<file path="config.mk">
export PLATFORM = sky130hd
export DESIGN_NAME = mem_port_arbiter
export DESIGN_NICKNAME = d
export VERILOG_FILES = /design/src/rtl/mem_arb_pkg.sv /design/src/rtl/mem_arb_pick.sv /design/src/rtl/mem_port_arbiter.sv
export SDC_FILE = /design/constraint.sdc
export NUM_CORES = 1
export LEC_CHECK = 0
export CAP_MARGIN = 15
export CORE_ASPECT_RATIO = 1.5
export CORE_MARGIN = 2
export CORE_UTILIZATION = 39
export CTS_BUF_LIST = sky130_fd_sc_hd__clkbuf_4 sky130_fd_sc_hd__clkbuf_8
export DETAILED_ROUTE_END_ITERATION = 12
export PLACE_DENSITY = 0.83
export RECOVER_POWER = 50
export SYNTH_ARGS = -nofsm -noshare
export SYNTH_HDL_FRONTEND = slang
export SYNTH_HIERARCHICAL = 1
export SYNTH_SLANG_ARGS = --single-unit
</file>
<file path="constraint.sdc">
create_clock -name clk_i -period 1.74 [get_ports clk_i]
set_input_delay 0.348 -clock clk_i [delete_from_list [all_inputs] [get_ports clk_i]]
set_output_delay 0.348 -clock clk_i [all_outputs]
set_load 0.1 [all_outputs]
</file>
<file path="src/rtl/mem_arb_pkg.sv">
// Shared types for the unified-memory port arbiter: FSM state encoding and
// grant identifiers used by the arbiter top and its winner-select logic.
package mem_arb_pkg;

    typedef enum logic [1:0] {
        IDLE  = 2'd0,
        ISSUE = 2'd1,
        RESP  = 2'd2
    } state_e;

    typedef logic gnt_t;

    localparam gnt_t GNT_I = 1'b0;
    localparam gnt_t GNT_D = 1'b1;

endpackage

</file>
<file path="src/rtl/mem_arb_pick.sv">
// Winner select for the memory port arbiter.
// Build option MEM_ARB_RR_EN: when defined, simultaneous requests are granted
// round-robin against the last grant; otherwise the D-port (older instruction)
// always wins over the I-port.
module mem_arb_pick
    import mem_arb_pkg::*;
(
    input  logic i_vld,
    input  logic d_vld,
`ifdef MEM_ARB_RR_EN
    input  gnt_t last_gnt,
`endif
    output logic any_vld,
    output gnt_t gnt
);

    // Pick a winner among the currently valid requests.
    always_comb begin
        any_vld = i_vld | d_vld;
        gnt     = GNT_I;
`ifdef MEM_ARB_RR_EN
        if (i_vld && d_vld) begin
            gnt = (last_gnt == GNT_D) ? GNT_I : GNT_D;
        end else if (d_vld) begin
            gnt = GNT_D;
        end
`else
        if (d_vld) begin
            gnt = GNT_D;
        end
`endif
    end

endmodule

</file>
<file path="src/rtl/mem_port_arbiter.sv">
// Arbiter sharing one single-port memory between the instruction-fetch port
// (read only) and the MEM-stage data port (read/write). Each transaction runs
// IDLE -> ISSUE (memory handshake) -> RESP (one-cycle ack to the winner).
// Build option MEM_ARB_RR_EN: round-robin grant on simultaneous requests with
// a last-grant register; undefined gives fixed D-over-I priority.
module mem_port_arbiter
    import mem_arb_pkg::*;
#(
    parameter int ADDR_W = 32,
    parameter int DATA_W = 32
) (
    input  logic              clk_i,
    input  logic              rst_i,
    input  logic              i_req_i,
    input  logic [ADDR_W-1:0] i_addr_i,
    input  logic              i_flush_i,
    output logic              i_ack_o,
    output logic [DATA_W-1:0] i_rdata_o,
    input  logic              d_req_i,
    input  logic              d_we_i,
    input  logic [ADDR_W-1:0] d_addr_i,
    input  logic [DATA_W-1:0] d_wdata_i,
    output logic              d_ack_o,
    output logic [DATA_W-1:0] d_rdata_o,
    output logic              if_stall_o,
    output logic              mem_stall_o,
    output logic              mem_req_o,
    output logic              mem_we_o,
    output logic [ADDR_W-1:0] mem_addr_o,
    output logic [DATA_W-1:0] mem_wdata_o,
    input  logic              mem_ack_i,
    input  logic [DATA_W-1:0] mem_rdata_i
);

    state_e            state_q;
    gnt_t              gnt_q;
    logic              cancel_q;
    logic              i_ack_q;
    logic              d_ack_q;
    logic [DATA_W-1:0] rdata_q;
`ifdef MEM_ARB_RR_EN
    gnt_t              last_q;
`endif

    logic i_vld;
    logic d_vld;
    logic any_vld;
    gnt_t pick_gnt;

    // A fetch being flushed this cycle is not a candidate for the port.
    assign i_vld = i_req_i & ~i_flush_i;
    assign d_vld = d_req_i;

    mem_arb_pick u_pick (
        .i_vld    (i_vld),
        .d_vld    (d_vld),
`ifdef MEM_ARB_RR_EN
        .last_gnt (last_q),
`endif
        .any_vld  (any_vld),
        .gnt      (pick_gnt)
    );

    // The I ack is masked by a flush arriving in the RESP cycle itself, since
    // the registered ack was already committed on the previous edge.
    assign i_ack_o     = i_ack_q & ~i_flush_i;
    assign d_ack_o     = d_ack_q;
    assign i_rdata_o   = rdata_q;
    assign d_rdata_o   = rdata_q;
    assign if_stall_o  = i_req_i & ~i_ack_o & ~i_flush_i;
    assign mem_stall_o = d_req_i & ~d_ack_o;

    // Transaction FSM: latch the winner in IDLE, hold the memory request in
    // ISSUE until acked, then pulse the winner's ack from RESP.
    always_ff @(posedge clk_i) begin
        if (!rst_i) begin
            state_q     <= IDLE;
            gnt_q       <= GNT_I;
            cancel_q    <= 1'b0;
            i_ack_q     <= 1'b0;
            d_ack_q     <= 1'b0;
            rdata_q     <= '0;
            mem_req_o   <= 1'b0;
            mem_we_o    <= 1'b0;
            mem_addr_o  <= '0;
            mem_wdata_o <= '0;
`ifdef MEM_ARB_RR_EN
            last_q      <= GNT_I;
`endif
        end else begin
            i_ack_q <= 1'b0;
            d_ack_q <= 1'b0;
            case (state_q)
                IDLE: begin
                    if (any_vld) begin
                        state_q     <= ISSUE;
                        gnt_q       <= pick_gnt;
                        mem_req_o   <= 1'b1;
                        mem_we_o    <= (pick_gnt == GNT_D) & d_we_i;
                        mem_addr_o  <= (pick_gnt == GNT_D) ? d_addr_i : i_addr_i;
                        mem_wdata_o <= (pick_gnt == GNT_D) ? d_wdata_i : '0;
`ifdef MEM_ARB_RR_EN
                        last_q      <= pick_gnt;
`endif
                    end
                end
                ISSUE: begin
                    if (gnt_q == GNT_I && i_flush_i) begin
                        cancel_q <= 1'b1;
                    end
                    if (mem_ack_i) begin
                        state_q   <= RESP;
                        rdata_q   <= mem_rdata_i;
                        mem_req_o <= 1'b0;
                        mem_we_o  <= 1'b0;
                        if (gnt_q == GNT_D) begin
                            d_ack_q <= 1'b1;
                        end else begin
                            i_ack_q <= ~(cancel_q | i_flush_i);
                        end
                    end
                end
                RESP: begin
                    state_q  <= IDLE;
                    cancel_q <= 1'b0;
                end
                default: begin
                    state_q   <= IDLE;
                    mem_req_o <= 1'b0;
                    mem_we_o  <= 1'b0;
                end
            endcase
        end
    end

endmodule

</file>
==> results of run 1 <==
-- Yosys cell counts, drive strengths merged (2+ instances only) --
cell type | n | share of area
o211a | 32 | 0.070
and3 | 2 | 0.0027
dfxtp | 104 | 0.46
clkbuf | 14 | 0.011
mux2i | 32 | 0.070
nand2 | 131 | 0.11
a21boi | 67 | 0.11
or3b | 2 | 0.0038
nor2b | 7 | 0.0096
buf | 61 | 0.099
nand2b | 2 | 0.0044
o21ai | 2 | 0.0022
nand3 | 32 | 0.035
-- cell type report --
cell class / count / share of cell area
Clock inverter: 7 / 0.01175
Timing Repair Buffer: 289 / 0.4781
Multi-Input combinational cell: 318 / 0.2322
Tap cell: 150 / 0.02176
Sequential cell: 104 / 0.2414
Inverter: 1 / 0.0004352
Clock buffer: 9 / 0.01436
-- registers in the layout (all words and copies together) (netlist names), 2 cells and up --
register,cells
state_q,2
d_rdata_o,32
mem_wdata_o,32
mem_addr_o,32
-- worst max-delay path, stage by stage --
cell and delay [ns]:
clkdlybuf4s50_1 0.45, nor2b_2 0.14, or2_1 0.17, nor3b_4 0.25, buf_6 0.16, buf_12 0.14
nand3_1 0.10, a21boi_1 0.25
-- logic make-up (layout without fill, tap and decap cells) --
group,count (synthesis),count (layout)
AOI/OAI and AO/OA,104,104
buffers and inverters,76,306
DFF,104,104
muxes,32,32
and+or+nand+nor,182,182
-- power breakdown --
part           leakage, nW  total (mW)  internal [mW]  switching (mW)
logic                 2.70        3.04           1.17            1.87
registers            0.852        2.74           2.54           0.194
clock network        0.112        1.69          0.826           0.859
total                 3.67        7.46           4.54            2.92
-- cell usage in the layout, fill, tap and decap left out, types with 3 or more instances in the layout --
cell             instances
dfxtp_1                104
clkbuf_2                13
nor2b_2                  4
clkbuf_16                3
clkdlybuf4s50_1        132
o211a_1                 32
nand2_1                131
a21boi_0                34
nor2b_1                  3
clkbuf_8                 9
a21boi_1                32
nand3_1                 32
buf_4                    9
mux2i_1                 32
buf_12                 128
-- metrics by stage --
step | total power, mW | hold WS (ns) | setup slack (ns) | cell area [um2]
after global placement | 5.791 | 0.4148 | -0.2793 | 8464
after detailed placement | 5.853 | 0.4341 | -0.3891 | 8464
final | 7.462 | 0.4148 | 0.008559 | 8626
after CTS | 7.534 | 0.4013 | 0.01679 | 8693
after floorplan | 4.592 | 0.4054 | -0.1996 | 4583
after global routing | 7.729 | 0.4154 | -0.05582 | 8626
-- what timing repair did --
action / 4_1_cts / 5_1_grt
cloned: 0 / 4
pin swaps: 0 / 2
setup buffers: 0 / 3
setup endpoints to repair: 2 / 60
resized for setup: 1 / 8
-- per-layer routing --
metal  up-vias  share of wire  global-route usage
met1      2106           0.34              0.2306
li1       2093              -                   -
met5         -              0                   0
met4         0          0.021             0.06799
met3        24          0.081             0.06938
met2       218           0.55              0.4254
-- worst paths after layout --
| path | endpoint | slack [ns] |
|---|---|---|
| setup reg to reg | d_rdata_o[28] | 0.24 |
| hold / removal | mem_addr_o[23] | 0.41 |
| hold reg to reg | i_ack_q | 0.44 |
| setup / recovery | mem_wdata_o[0] | 0.009 |
==> impl_metrics.ini, run 1 <==
[yosys]
synth_compound_area_frac = 0.1881
synth_top_family_by_area = compound AO/OA/AOI/OAI gates
syn_nets = 633
synth_warnings = 6
synth_edf_count = 0
netlist_area_um2 = 4576
yosysSeqAreaShare = 0.4550
syn_inst = 498
ys_types = 28
synthArstFlopShare = 0
synth_xor_area_frac = 0
synth_seq_cells = 104
ys.flop_type = dfxtp_1
avgSynthCellArea_um2 = 9.188
synth_fa_ha_area_frac = 0
synthSimpleGateAreaFrac = 0.1753
synthMuxAreaShare = 0.07000

[routing]
dr.pass1.iters = 4
vias = 4441
routed_wirelength_um = 15250
viasPerCell = 5.058
first_iter_violations = 149
drc = 0
ant_nets = 0
wire_per_inst_um = 17.37

[floorplanning]
num_io_pins = 269
rows = 48
coreArea_um2 = 11470
fp.dieH_um = 136.7
fp.dieW_um = 92.44
start_util = 0.3989
dieArea_um2 = 12630

[clock_network]
cts_hold_repair.buffers = 0
htree_num_levels = 3
ctsRootBufferMaster = clkbuf_8
cts_buffer_depth = 2
path_clk_slew_ns = 0.11
cts_tree = built
cts_buffers = 9
worstSkewPairLatency_ns = 0.36
clock-sinks = 104

[worst_setup_path]
worstPathRequired_ns = 2.01
crit_path_end_kind = flop
cp_max_fo = 15
crit_start = i_req_i
r2r_start = state_q[0]
arrival_ns = 2.01
worst-setup-path-type = in -> reg
reg2regPathDepth = 4
cp-start-kind = input port

[final_layout]
num-fill-cells = 703
insertedDiodeCount = 0
drive_gt1_frac = 0.2500
multi_input_area_um2 = 2003
area_growth_pct = 88.52
final_cells = 878
final_nets = 858
post-route-util = 0.7520
ff_latch_area_um2 = 2082

[hold_path]
min_from = rst_i
hold_depth = 2
hp-class = in -> reg

[run]
drv_cap = 0

[power]
power.density_nw_per_um2 = 865.0
p_leak_nw = 3.667
ir_drop_v = 0.0006463

[timing]
finClkSkew_ns = 0.01276
relSlewSlack = 0.6319
worst_slew_pin_slew_ns = 0.5544
period_needed_ns = 1.731
hold_violations = 0
slew_violations = 0
finalCritPeriodShare = 0.9951
finalSetupViolCount = 0
fmaxAchievable_ghz = 0.5776
finalSetupTns_ns = 0

[placed_design]
dp_hpwl_um = 11360
portBuffers = 268
dp.cells = 855
gp_congestion = 0.7765

[status]
outcome = finished clean

[global_route]
grtUsageTotal = 0.2232
grt_overflow = 0
antenna_found_initial = 0
grt_pass1_wl_um = 22440
first_global_vias = 4460
grt_start_max_net_pins = 70
(Power assumes the default switching activity.)
==> run 2, diff against run 1 <==
CORE_MARGIN = 1   (was 2)
CORE_UTILIZATION = 42   (was 39)
PLACE_DENSITY = 0.88   (was 0.83)
clock period = 2.22 ns   (was 1.74 ns; I/O delays follow)
==> impl_metrics.ini, run 2 (same netlist as run 1, synthesis figures left out) <==
[timing]
finalCritPeriodShare = 0.8784
finClkSkew_ns = 0.008113
layout_setup_ws_ns = 0.2699
finalSetupTns_ns = 0
rsz0062_at_grt = false
relSlewSlack = 0.5663
hold_violations = 0
worst_slew_pin_slew_ns = 0.6505
finalSetupViolCount = 0
fmaxAchievable_ghz = 0.5128
slew_violations = 0
period_needed_ns = 1.950

[final_layout]
area_growth_pct = 48.51
mostFrequentLayoutCells = clkdlybuf4s50_1, nand2_1, dfxtp_1
final_common_cell = clkdlybuf4s50_1
final_nets = 850
final_cells = 864
insertedDiodeCount = 0
post-route-util = 0.6417
drive_gt1_frac = 0.2389

[clock_network]
post-cts-setup-buffer-count = 0
cts_hold_repair.buffers = 0
cts_tree = built
worstSkewPairLatency_ns = 0.36
cts_buffer_depth = 2
htree_num_levels = 3
cts_resized = 0
path_clk_slew_ns = 0.10
ctsRootBufferMaster = clkbuf_8
cts_buffers = 9
clock-sinks = 104

[global_route]
first_global_vias = 4129
grt_overflow = 0
grt_pass1_wl_um = 19620
grtUsageTotal = 0.2231
antenna_found_initial = 0
grt_start_max_net_pins = 58

[worst_setup_path]
crit_chain = clkdlybuf4s50_1 -> nor2b_1 -> nor2b_2 -> buf_12
reg2regPathDepth = 4
worstPathRequired_ns = 1.78
crit_path_end_kind = primary output
crit_slowest_cell = clkdlybuf4s50_1
cp_max_fo = 2
worst_path_largest_cell_delay_ns = 0.50
worst-setup-path-type = in -> out
arrival_ns = 1.51
cp-start-kind = input port

[placed_design]
pre_cts_slack_ns = -0.02066
dp_hpwl_um = 9844
portBuffers = 268
gp_congestion = 0.7223
dp.cells = 848

[floorplanning]
coreArea_um2 = 10590
fp.dieW_um = 87.22
start_util = 0.4321
dieArea_um2 = 11320
rows = 46
fp.dieH_um = 129.8
num_io_pins = 269

[run]
drv_cap = 0

[power]
finalPower_mw = 5.247
power.density_nw_per_um2 = 772.1
ir_drop_v = 0.0004960
p_leak_nw = 3.181

[routing]
dr.pass1.iters = 5
vias = 4263
ant_nets = 0
viasPerCell = 4.934
first_iter_violations = 136
routed_wirelength_um = 12900
wire_per_inst_um = 14.93
drc = 0

[hold_path]
hold_depth = 1
hp-class = reg -> reg

[status]
outcome = finished clean
[run 2: cell types whose count changed in the layout (fill, tap and decap cells not counted), sizes merged]
| cell | before | now |
|---|---|---|
| clkbuf | 25 | 96 |
| bufinv | 2 | 1 |
| buf | 141 | 64 |
| inv | 3 | 4 |
| clkinv | 2 | 1 |
| clkinvlp | 1 | 0 |
[run 2: layout make-up]
class / instances / area, um2
inverter: 1 / 3.754
timing repair buffer: 281 / 2335
tap: 144 / 180.2
clock inverter: 5 / 63.81
sequential: 104 / 2082
multi-input combinational: 318 / 1992
clock buffer: 11 / 138.9
fill: 963 / 3795
[run 2: worst paths after layout]
check	start	to	slack [ns]
max	i_req_i	if_stall_o	0.27
min	cancel_q	i_ack_q	0.44
max reg2reg	state_q[0]	i_ack_q	0.41
min reg2reg	cancel_q	i_ack_q	0.44
[run 2: worst max-delay path: cells and delay by family]
| kind | cells | cell delay, ns |
|---|---|---|
| AND/OR/NAND/NOR | 2 | 0.37 |
| buffers and inverters | 2 | 0.69 |
[run 2: metal layers]
metal / GRT usage / wire (um)
met1: 0.2235 / 4638
met2: 0.4280 / 6956
met3: 0.04807 / 963
met4: 0.1099 / 341
met5: 0 / 0
[run 2: where the power goes]
group / switching, mW / total [mW] / internal (mW)
Sequential: 0.0808 / 2.07 / 1.99
Clock: 0.663 / 1.23 / 0.562
Combinational: 1.43 / 1.95 / 0.520
[run 2: metrics by stage]
stage,hold slack (ns),instance area [um2]
3_3_place_gp,0.4165,6823
6_report,0.4418,6795
3_5_place_dp,0.4304,6823
2_1_floorplan,0.4054,4583
5_1_grt,0.4669,6795
4_1_cts,0.4381,7025
